[config.mk]
export PLATFORM = sky130hd
export DESIGN_NAME = fixpt_div_sqrt_unit_flat
export DESIGN_NICKNAME = d
export VERILOG_FILES = /design/src/rtl/fixpt_pkg.sv /design/src/rtl/fixpt_div_sqrt_unit_if.sv /design/src/rtl/fixpt_round_sat.sv /design/src/rtl/fixpt_div_sqrt_unit.sv /design/src/flat_wrapper.sv
export SDC_FILE = /design/constraint.sdc
export NUM_CORES = 1
export LEC_CHECK = 0
export CAP_MARGIN = 20
export CORE_MARGIN = 2
export CORE_UTILIZATION = 30
export DETAILED_ROUTE_END_ITERATION = 10
export PLACE_DENSITY = 0.54
export SETUP_SLACK_MARGIN = 0.2
export SLEW_MARGIN = 20
export SYNTH_ARGS = -nofsm -noshare
export SYNTH_HDL_FRONTEND = slang
export SYNTH_HIERARCHICAL = 1
export SYNTH_SLANG_ARGS = --single-unit
export TNS_END_PERCENT = 100
[constraint.sdc]
create_clock -name clk -period 3.35 [get_ports clk]
set_clock_uncertainty 0.15 [all_clocks]
set_input_delay 0.5025 -clock clk [delete_from_list [all_inputs] [get_ports clk]]
set_output_delay 0.5025 -clock clk [all_outputs]
set_load 0.01 [all_outputs]
[src/rtl/fixpt_pkg.sv]
// Shared types for the fixed-point divide / reciprocal / square-root unit.
// Holds the operation and FSM state encodings plus default iteration counts.
package fixpt_pkg;

    typedef enum logic [1:0] {
        MODE_DIV   = 2'b00,
        MODE_RECIP = 2'b01,
        MODE_SQRT  = 2'b10,
        MODE_ILL   = 2'b11
    } mode_e;

    typedef enum logic [1:0] {
        IDLE  = 2'b00,
        CALC  = 2'b01,
        ROUND = 2'b10,
        DONE  = 2'b11
    } state_e;

    localparam int DEF_W      = 16;
    localparam int DEF_FRAC_W = 8;
    localparam int DEF_RES_W  = 24;

    // Iteration counts at the default widths; the top derives its own
    // values from its parameters using the same formulas.
    localparam int DIV_ITERS  = DEF_W + DEF_FRAC_W + 1;
    localparam int SQRT_ITERS = DEF_W / 2;

endpackage

[src/rtl/fixpt_div_sqrt_unit_if.sv]
// Controller-side handshake bundle for the divide / sqrt coprocessor.
// master: start, mode, op_a, op_b out; busy, done, result, sat in. slave: mirror.
interface fixpt_div_sqrt_unit_if #(
    parameter int W     = 16,
    parameter int RES_W = 24
);

    logic             start;
    logic [1:0]       mode;
    logic [W-1:0]     op_a;
    logic [W-1:0]     op_b;
    logic             busy;
    logic             done;
    logic [RES_W-1:0] result;
    logic             sat;

    modport master (
        output start, mode, op_a, op_b,
        input  busy, done, result, sat
    );

    modport slave (
        input  start, mode, op_a, op_b,
        output busy, done, result, sat
    );

endinterface

[src/rtl/fixpt_round_sat.sv]
// Combinational rounding and saturation of the raw quotient / root.
// In: mode, quo (raw quotient), root, rem, div_zero. Out: result, sat.
module fixpt_round_sat
    import fixpt_pkg::*;
#(
    parameter int W      = 16,
    parameter int FRAC_W = 8,
    parameter int RES_W  = 24
) (
    input  mode_e              mode,
    input  logic [W+FRAC_W:0]  quo,
    input  logic [W/2-1:0]     root,
    input  logic [W:0]         rem,
    input  logic               div_zero,
    output logic [RES_W-1:0]   result,
    output logic               sat
);

    localparam int DW = W + FRAC_W + 1;
    localparam int HW = W / 2;
    // Wide enough for the rounded quotient and for an overflow bit.
    localparam int XW = (DW + 1 > RES_W + 1) ? DW + 1 : RES_W + 1;

    logic [XW-1:0] r_div;
    logic          ovf;
    logic          above;
    logic [HW:0]   r_sq;

    // Quotient carries one extra fraction bit; it is the half-LSB.
    always_comb begin
        r_div = XW'(quo >> 1) + XW'(quo[0]);
        ovf   = |r_div[XW-1:RES_W];
        above = rem > (W+1)'(root);
        r_sq  = {1'b0, root} + (HW+1)'(above);
    end

    always_comb begin
        result = '0;
        sat    = 1'b0;
        unique case (1'b1)
            (mode == MODE_DIV) || (mode == MODE_RECIP): begin
                if (div_zero || ovf) begin
                    result = '1;
                    sat    = 1'b1;
                end else begin
                    result = r_div[RES_W-1:0];
                end
            end
            mode == MODE_SQRT: begin
                if (r_sq[HW]) begin
                    result = RES_W'({HW{1'b1}});
                    sat    = 1'b1;
                end else begin
                    result = RES_W'(r_sq[HW-1:0]);
                end
            end
            default: begin
                result = '1;
                sat    = 1'b1;
            end
        endcase
    end

endmodule

[src/rtl/fixpt_div_sqrt_unit.sv]
// Multi-cycle rounded divide, reciprocal and integer square root.
// Ports: clk, reset_n (async low), bus (slave: start/mode/op_a/op_b -> busy/done/result/sat).
module fixpt_div_sqrt_unit
    import fixpt_pkg::*;
#(
    parameter int W      = 16,
    parameter int FRAC_W = 8,
    parameter int RES_W  = 24
) (
    input  logic                   clk,
    input  logic                   reset_n,
    fixpt_div_sqrt_unit_if.slave   bus
);

    localparam int DW = W + FRAC_W + 1;
    localparam int HW = W / 2;
    localparam int SW = HW + 3;
    localparam int CW = $clog2(DW + 1);

    state_e           state;
    state_e           state_nx;
    mode_e            mode_q;
    mode_e            mode_in;
    logic [W-1:0]     dvs;
    logic [W:0]       rem;
    logic [W:0]       rem_nx;
    logic [DW-1:0]    quo;
    logic [DW-1:0]    quo_nx;
    logic [HW-1:0]    root;
    logic [HW-1:0]    root_nx;
    logic [CW-1:0]    cnt;
    logic             accept;
    logic             iter;
    logic             latch;
    logic             last;
    logic [W:0]       trial_d;
    logic             ge_d;
    logic [SW-1:0]    trial_s;
    logic [SW-1:0]    test_s;
    logic             ge_s;
    logic [RES_W-1:0] res_rnd;
    logic             sat_rnd;

    assign mode_in = mode_e'(bus.mode);
    assign last    = (cnt == '0);

    always_ff @(posedge clk or negedge reset_n) begin
        if (!reset_n) state <= IDLE;
        else          state <= state_nx;
    end

    always_comb begin
        state_nx = state;
        unique case (state)
            IDLE: begin
                if (bus.start)
                    state_nx = (mode_in == MODE_ILL) ? ROUND : CALC;
            end
            CALC:  if (last) state_nx = ROUND;
            ROUND: state_nx = DONE;
            DONE:  state_nx = IDLE;
        endcase
    end

    always_comb begin
        bus.busy = (state == CALC) || (state == ROUND);
        bus.done = (state == DONE);
        accept   = (state == IDLE) && bus.start;
        iter     = (state == CALC);
        latch    = (state == ROUND);
    end

    // One step of either restoring divide or digit-by-digit sqrt.
    // quo doubles as the dividend/radicand shifter; quotient bits enter at the LSB.
    always_comb begin
        trial_d = {rem[W-1:0], quo[DW-1]};
        ge_d    = trial_d >= {1'b0, dvs};
        trial_s = {rem[SW-3:0], quo[DW-1 -: 2]};
        test_s  = SW'({root, 2'b01});
        ge_s    = trial_s >= test_s;
        rem_nx  = rem;
        quo_nx  = quo;
        root_nx = root;
        if (mode_q == MODE_SQRT) begin
            rem_nx  = ge_s ? (W+1)'(trial_s - test_s) : (W+1)'(trial_s);
            quo_nx  = {quo[DW-3:0], 2'b00};
            root_nx = {root[HW-2:0], ge_s};
        end else begin
            rem_nx  = ge_d ? trial_d - {1'b0, dvs} : trial_d;
            quo_nx  = {quo[DW-2:0], ge_d};
        end
    end

    always_ff @(posedge clk or negedge reset_n) begin
        if (!reset_n) begin
            mode_q <= MODE_DIV;
            dvs    <= '0;
            rem    <= '0;
            quo    <= '0;
            root   <= '0;
            cnt    <= '0;
        end else if (accept) begin
            mode_q <= mode_in;
            dvs    <= bus.op_b;
            rem    <= '0;
            root   <= '0;
            unique case (mode_in)
                MODE_SQRT: begin
                    quo <= {bus.op_a, {(DW-W){1'b0}}};
                    cnt <= CW'(HW - 1);
                end
                MODE_RECIP: begin
                    // 1<<(W-1) pre-shifted by FRAC_W+1 lands on the MSB.
                    quo <= DW'(1) << (DW - 1);
                    cnt <= CW'(DW - 1);
                end
                default: begin
                    quo <= DW'(bus.op_a) << (FRAC_W + 1);
                    cnt <= CW'(DW - 1);
                end
            endcase
        end else if (iter) begin
            rem  <= rem_nx;
            quo  <= quo_nx;
            root <= root_nx;
            cnt  <= cnt - CW'(1);
        end
    end

    always_ff @(posedge clk or negedge reset_n) begin
        if (!reset_n) begin
            bus.result <= '0;
            bus.sat    <= 1'b0;
        end else if (latch) begin
            bus.result <= res_rnd;
            bus.sat    <= sat_rnd;
        end
    end

    fixpt_round_sat #(
        .W      (W),
        .FRAC_W (FRAC_W),
        .RES_W  (RES_W)
    ) u_round (
        .mode     (mode_q),
        .quo      (quo),
        .root     (root),
        .rem      (rem),
        .div_zero (dvs == '0),
        .result   (res_rnd),
        .sat      (sat_rnd)
    );

endmodule
[src/flat_wrapper.sv]
// flat-port wrapper written by rule: the top's interface ports become plain ports
module fixpt_div_sqrt_unit_flat import fixpt_pkg::*;
#(
    parameter int W      = 16,
    parameter int FRAC_W = 8,
    parameter int RES_W  = 24
)
  (clk, reset_n, bus_start, bus_mode, bus_op_a, bus_op_b, bus_busy, bus_done, bus_result, bus_sat);
  fixpt_div_sqrt_unit_if #(.W(W), .RES_W(RES_W)) bus_i ();
  input  logic clk;
  input  logic reset_n;
  input wire logic [$bits(bus_i.start)-1:0] bus_start;
  input wire logic [$bits(bus_i.mode)-1:0] bus_mode;
  input wire logic [$bits(bus_i.op_a)-1:0] bus_op_a;
  input wire logic [$bits(bus_i.op_b)-1:0] bus_op_b;
  output wire logic [$bits(bus_i.busy)-1:0] bus_busy;
  output wire logic [$bits(bus_i.done)-1:0] bus_done;
  output wire logic [$bits(bus_i.result)-1:0] bus_result;
  output wire logic [$bits(bus_i.sat)-1:0] bus_sat;
  assign bus_i.start = bus_start;
  assign bus_i.mode = bus_mode;
  assign bus_i.op_a = bus_op_a;
  assign bus_i.op_b = bus_op_b;
  assign bus_busy = bus_i.busy;
  assign bus_done = bus_i.done;
  assign bus_result = bus_i.result;
  assign bus_sat = bus_i.sat;
  fixpt_div_sqrt_unit #(.W(W), .FRAC_W(FRAC_W), .RES_W(RES_W)) u_core (.clk(clk), .reset_n(reset_n), .bus(bus_i));
endmodule
Word level (Yosys, flattened, before mapping):

Cells that the tools add are included.
W data, S select, Z words.

* add/subtract/negate cells: 5
* order comparisons: 3
* equality and inequality tests: 10
* mux-type cells: 25
* reduce and logical (&&, ||, !) cells: 13

Operator list (count)
* $mux W25: 4
* $mux W17: 5
* $pmux W24 S2: 1
* $mux W8: 4
* $add A24 B1 Y25: 1
* $mux W24: 1
* $ge A17 B16 Y1: 1
* $gt A17 B8 Y1: 1
* $sub A17 B16 Y17: 1
* $logic_not A16 Y1: 1
* $mux W5: 3
* $sub A11 B10 Y12: 1
* $ge A11 B10 Y1: 1
* $eq A2 B2 Y1 const B: 5
* $add A8 B1 Y9: 1
* $pmux W2 S4: 1
* $eq A2 B1 Y1 const B: 3
* $mux W2: 3
* $logic_not A5 Y1: 1
* $sub A5 B1 Y5 const B: 1
* $logic_not A2 Y1: 2
* $ne A2 B2 Y1 const B: 2
* $reduce_and A2 Y1: 2
* $reduce_bool A2 Y1: 2
* other kinds (5): 8

* bits in registers: 100
* bits of input ports: 37
* output and inout port bits: 27

Logic depth before layout (Yosys ltp):

* word-level depth: 5
* mapped depth: 14
* gate-level depth less buffers: 13

Modules after synthesis:

Netlist, hierarchy kept.

By module, submodules not included
* fixpt_div_sqrt_unit: times used 1, cells each 675, area each 6049.6 um^2, sequential area each 2502.4 um^2
* fixpt_round_sat: times used 1, cells each 179, area each 1219.9 um^2, sequential area each 0.0 um^2

Least setup slack after synthesis:

OpenSTA, ideal clock, no wires.

* path kind: register to register
* from: register u_core.quo[24]
* to: register u_core.rem[14]
* setup time: 0.121 ns
* arrival: 2.601 ns
* required time: 3.079 ns
* slack: 0.478 ns
* cell stages (with the launch flop): 12
* path buffers: 0
* cells stage by stage: dfrtp_1 inv_1 ha_1 inv_1 fa_1 a211oi_1 o21ai_1 a2111oi_0 nor2_1 xor2_1 or3_1 a22o_1

* word-level cells in the longest chain between the ends: 5
* elaborated cells on any way between the ends: 9

RTL lines
* start: declaration: line fixpt_div_sqrt_unit.sv:27 `logic [DW-1:0] quo;`
* start signal: assignment: line fixpt_div_sqrt_unit.sv:109 `quo <= {bus.op_a, {(DW-W){1'b0}}};`
* start signal: assignment: line fixpt_div_sqrt_unit.sv:114 `quo <= DW'(1) << (DW - 1);`
* start signal: assignment: line fixpt_div_sqrt_unit.sv:118 `quo <= DW'(bus.op_a) << (FRAC_W + 1);`
* $sub A17 B16 Y17 (tied with other cells): line fixpt_div_sqrt_unit.sv:89 `rem_nx = ge_d ? trial_d - {1'b0, dvs} : trial_d;`
* $mux W17 (on tied branches): line fixpt_div_sqrt_unit.sv:89, fixpt_div_sqrt_unit.sv:85
* $mux W17 (*): line fixpt_div_sqrt_unit.sv:84 `if (mode_q == MODE_SQRT) begin`
* $mux W17 (*): line fixpt_div_sqrt_unit.sv:122 `end else if (iter) begin`
* $mux W17 (*): line fixpt_div_sqrt_unit.sv:102 `end else if (accept) begin`
* end signal: assignment: line fixpt_div_sqrt_unit.sv:123 `rem <= rem_nx;`
* end: declaration: line fixpt_div_sqrt_unit.sv:25 `logic [W:0] rem;`

Mark *: on every way between the ends. The rest lies on a longest branch, timed or not. The select of a mux whose other input is x is not followed.
A chain may end at the register's enable or synchronous reset.

Final worst setup path:

* from: register u_core.rem[5]
* to: register u_core.rem[5]

* word-level cells in the longest chain between the ends: 5
* elaborated cells on any way between the ends: 7

RTL lines (line)
* $ge A17 B16 Y1 / $ge A11 B10 Y1 (equally long branches): fixpt_div_sqrt_unit.sv:77, fixpt_div_sqrt_unit.sv:80
* $mux W17 (on tied branches): fixpt_div_sqrt_unit.sv:89, fixpt_div_sqrt_unit.sv:85
* $mux W17 (*): fixpt_div_sqrt_unit.sv:84
* $mux W17 (*): fixpt_div_sqrt_unit.sv:122
* $mux W17 (*): fixpt_div_sqrt_unit.sv:102

Marked as above.

==> results.md <==
- Status: complete, no violations
- Multi-input combinational cell area: ~0.0044 sq mm
- Port buffer count: 63
- Cell area power density: 1050 mW/mm^2
- DP HPWL: 14800 um
- Number of synthesized flops with an enable pin: 0
- Synthesized instance count: about 850
- Psw: a little over 4 mW
- Final TNS setup: 0 ns
- Antenna Nets Post-Route: 0
- Starting Density: a little under a third
- Iteration-0 DRC Markers: 416
- Ys flop type: dfrtp_1
- Layout cells sized above 1: 10.4%
- Global-route wire length before repair: 32800 um
- Synthesized Nets: between 900 and 1000
- Max FO, Critical Path: 7
- Yosys top cell area share: 34.4%
- Crit. End Element: register
- Crit path kind: reg -> reg
- Hold Path Depth: 1
- Worst Path Buf+Inv: 0
- P_int: 4.84 mW
- Critical path's largest stage delay: ~0.48 ns
- Grt total ovfl: 0
- Post-synth ARST share: 100%
- Max-Cap Viols: 0
- CTS Buffer Depth: 2
- Crit-path most repeated cell: and2_4
- Switching Share: 46.1%
- Clock-pin slew on the worst setup and hold paths: 0.07 ns
- CTS Buf Count: 9
- DRC: 0
- Pre-antenna DRT Iters: 5
- CP max stage cell: dfrtp_1
- # fillers: 2434
- Cell area after synthesis: 0.00727 sq mm
- TritonCTS clock tree: built
- Pre-CTS WS: roughly 0.32 ns
- Die height: 160 um
- Drt wl/cell: 16.1 um
- Nets@finish: 993
- Storage cell area: roughly 0.0025 sq mm
- Reg2reg setup slack: 0.31 ns
- Comb power frac: 62.6%
- RSZ-0062 raised after global routing: true
- Via count: 6452
- Yosys cell types: 74
- Worst-path cell chain: ha_1 -> and2_4 -> or4_4 -> o21ai_2 -> a31o_4 -> and2_4 -> mux2_2 -> a221o_1
- CP Data Required Time: about 3.4 ns
- Worst R2R Start: u_core/rem[5]$_DFFE_PN0P_
- Achievable Freq: 329 MHz
- Worst path depth: 8
- Yosys warning count: 6
- Period Utilization, post-route: 90.9%
- N_diodes: 0
- Clock root buffer: clkbuf_16
- Crit path DAT: 3.12 ns
- Most numerous cell in the Yosys netlist: nand2_1
- Final Setup Violations: 0
- Yosys top cell by area: dfrtp_1
- Initial antenna violation count: 0
- Max Slew Vio Count: 0
- Die Span X: 160 um
- Worst IR Drop VDD: 0.357 mV
- Post-CTS Setup Inserts: 0
- Sequential group share of total power: 26.2%
- Largest net degree at the start of global routing: 64
- Area grow syn2layout: 17.8%
- Tightest Pin Transition: about 0.64 ns
- Worst Setup Start Kind: register
- H-tree levels: 3
- Yosys reg bits: 100
- Synth area leaders: dfrtp_1 (34%), ha_1 (7.7%), a21oi_1 (6.3%), nand2_1 (6.0%), mux2_2 (4.0%)
- I/O Pins: 64
- Endpoints failing hold: 0
- DP Cell Count: around 1200
- Worst hold path type: reg -> reg
- GRT Util Overall: between 10% and 20%
- Final WL: ~20000 um
- CP top delay family: simple AND/OR/NAND/NOR gates
- Hold_sp: u_core/bus.result[14]$_DFFE_PN0P_
- Rows: 56
- Top cells by count, synth: nand2_1 (117), dfrtp_1 (100), a21oi_1 (91)
- Worst-Skew Late Latency: about 0.35 ns
- Tmin final: 3.04 ns
- Critical Path Source: u_core/rem[5]$_DFFE_PN0P_
- DP Area: around 0.0083 sq mm
- Vias in the first global route: around 6200
- Via density: 5.23
- Sequential area share after synthesis: between 30% and 40%
- Static Leak: 3.55 nW
- Post-route cell area: 0.00856 sq mm
- Core area: 0.0236 sq mm
- Clock power share: 11.2%
- Final std cells w/o fill: 1233
- Die Area: 0.0255 sq mm
- Clock sink total: 100
- Post-synthesis area per instance: 8.51 sq um
- R2R cell count: 8
- Gp weighted congestion: 0.878
- Post-layout worst setup margin: 0.306 ns
- Max-slew headroom: 57.3%
[power by group through the flow]
stage	combinational, mW	sequential, mW	clock, mW
after floorplan	4.11	2.26	0
after CTS	5.63	2.35	1.04
after detailed placement	5.59	2.38	0
after global routing	6.28	2.46	1.09
after global placement	5.57	2.37	0
final	5.63	2.35	1.00
[placed cells by master (no fill, tap or decap), drive strengths merged, types with 10 or more instances in the layout]
cell and n:
nand2 118, dfrtp 100, a21oi 92, clkdlybuf4s50 62, nor2 54, inv 52
o21ai 48, ha 45, mux2 27, buf 24, nand3 23, xnor2 16
xor2 16, a31oi 14, nor3 13, nand4 13, mux2i 12, and3 12
a211oi 12, a22oi 12, nand2b 10
[final timing paths]
path,end
min in group asynchronous,u_core/rem[14]$_DFFE_PN0P_
max in group asynchronous,u_core/root[2]$_DFFE_PN0P_
hold reg to reg,u_core/bus.result[14]$_DFFE_PN0P_
setup / recovery,u_core/rem[5]$_DFFE_PN0P_
hold / removal,u_core/bus.result[14]$_DFFE_PN0P_
setup reg to reg,u_core/rem[5]$_DFFE_PN0P_
[logic make-up (layout without fill, tap and decap cells)]
group | after synthesis | count (layout) | synth area share (%)
XOR/XNOR | 32 | 32 | 3.86
buffers and inverters | 92 | 152 | 5.56
multiplexers | 39 | 39 | 5.89
AO/OA/AOI/OAI | 252 | 252 | 22.6
flip-flops | 100 | 100 | 34.4
adder cells (fa/ha/maj) | 46 | 46 | 8.02
AND/OR/NAND/NOR | 293 | 293 | 19.7
[state kept, by name, summed over array words and instances (netlist names)]
| signal | flops |
|---|---|
| u_core/quo | 25 |
| u_core/mode_q | 2 |
| u_core/rem | 17 |
| u_core/bus.result | 24 |
| u_core/root | 8 |
| u_core/dvs | 16 |
| u_core/state | 2 |
| u_core/cnt | 5 |
| u_core/bus.sat | 1 |
[final cells by class]
| cell class | count | share of cell area (%) |
|---|---|---|
| Multi-Input combinational cell | 662 | 51.1 |
| Sequential cell | 100 | 29.2 |
| Timing Repair Buffer | 87 | 9.62 |
| Tap cell | 319 | 4.66 |
| Clock buffer | 9 | 2.63 |
| Inverter | 50 | 2.19 |
| Clock inverter | 6 | 0.555 |
[stage by stage]
| step | power (mW) | util (%) | hold WS [ns] |
|---|---|---|---|
| after global placement | 7.95 | 35.0 | 0.339 |
| after global routing | 9.83 | 36.3 | 0.380 |
| after floorplan | 6.37 | - | 0.0569 |
| after detailed placement | 7.97 | 35.0 | 0.338 |
| final | 8.99 | 36.3 | 0.357 |
| after CTS | 9.02 | 36.2 | 0.356 |
[routing by layer]
metal  part of all wire (%)  up-vias  GRT usage [%]
met1                     51     3117           22.8
li1                       -     3219              -
met2                     45      100           24.8
met3                    3.0       16           2.10
met5                      0        -              0
met4                    1.1        0           3.84
[repair_timing]
item                                   4_1_cts  5_1_grt
setup endpoints to repair                    0        9
resized for setup                            0        3
hold buffers                                 1        0
endpoints found under the hold margin       34        0
(Power assumes the default switching activity.)
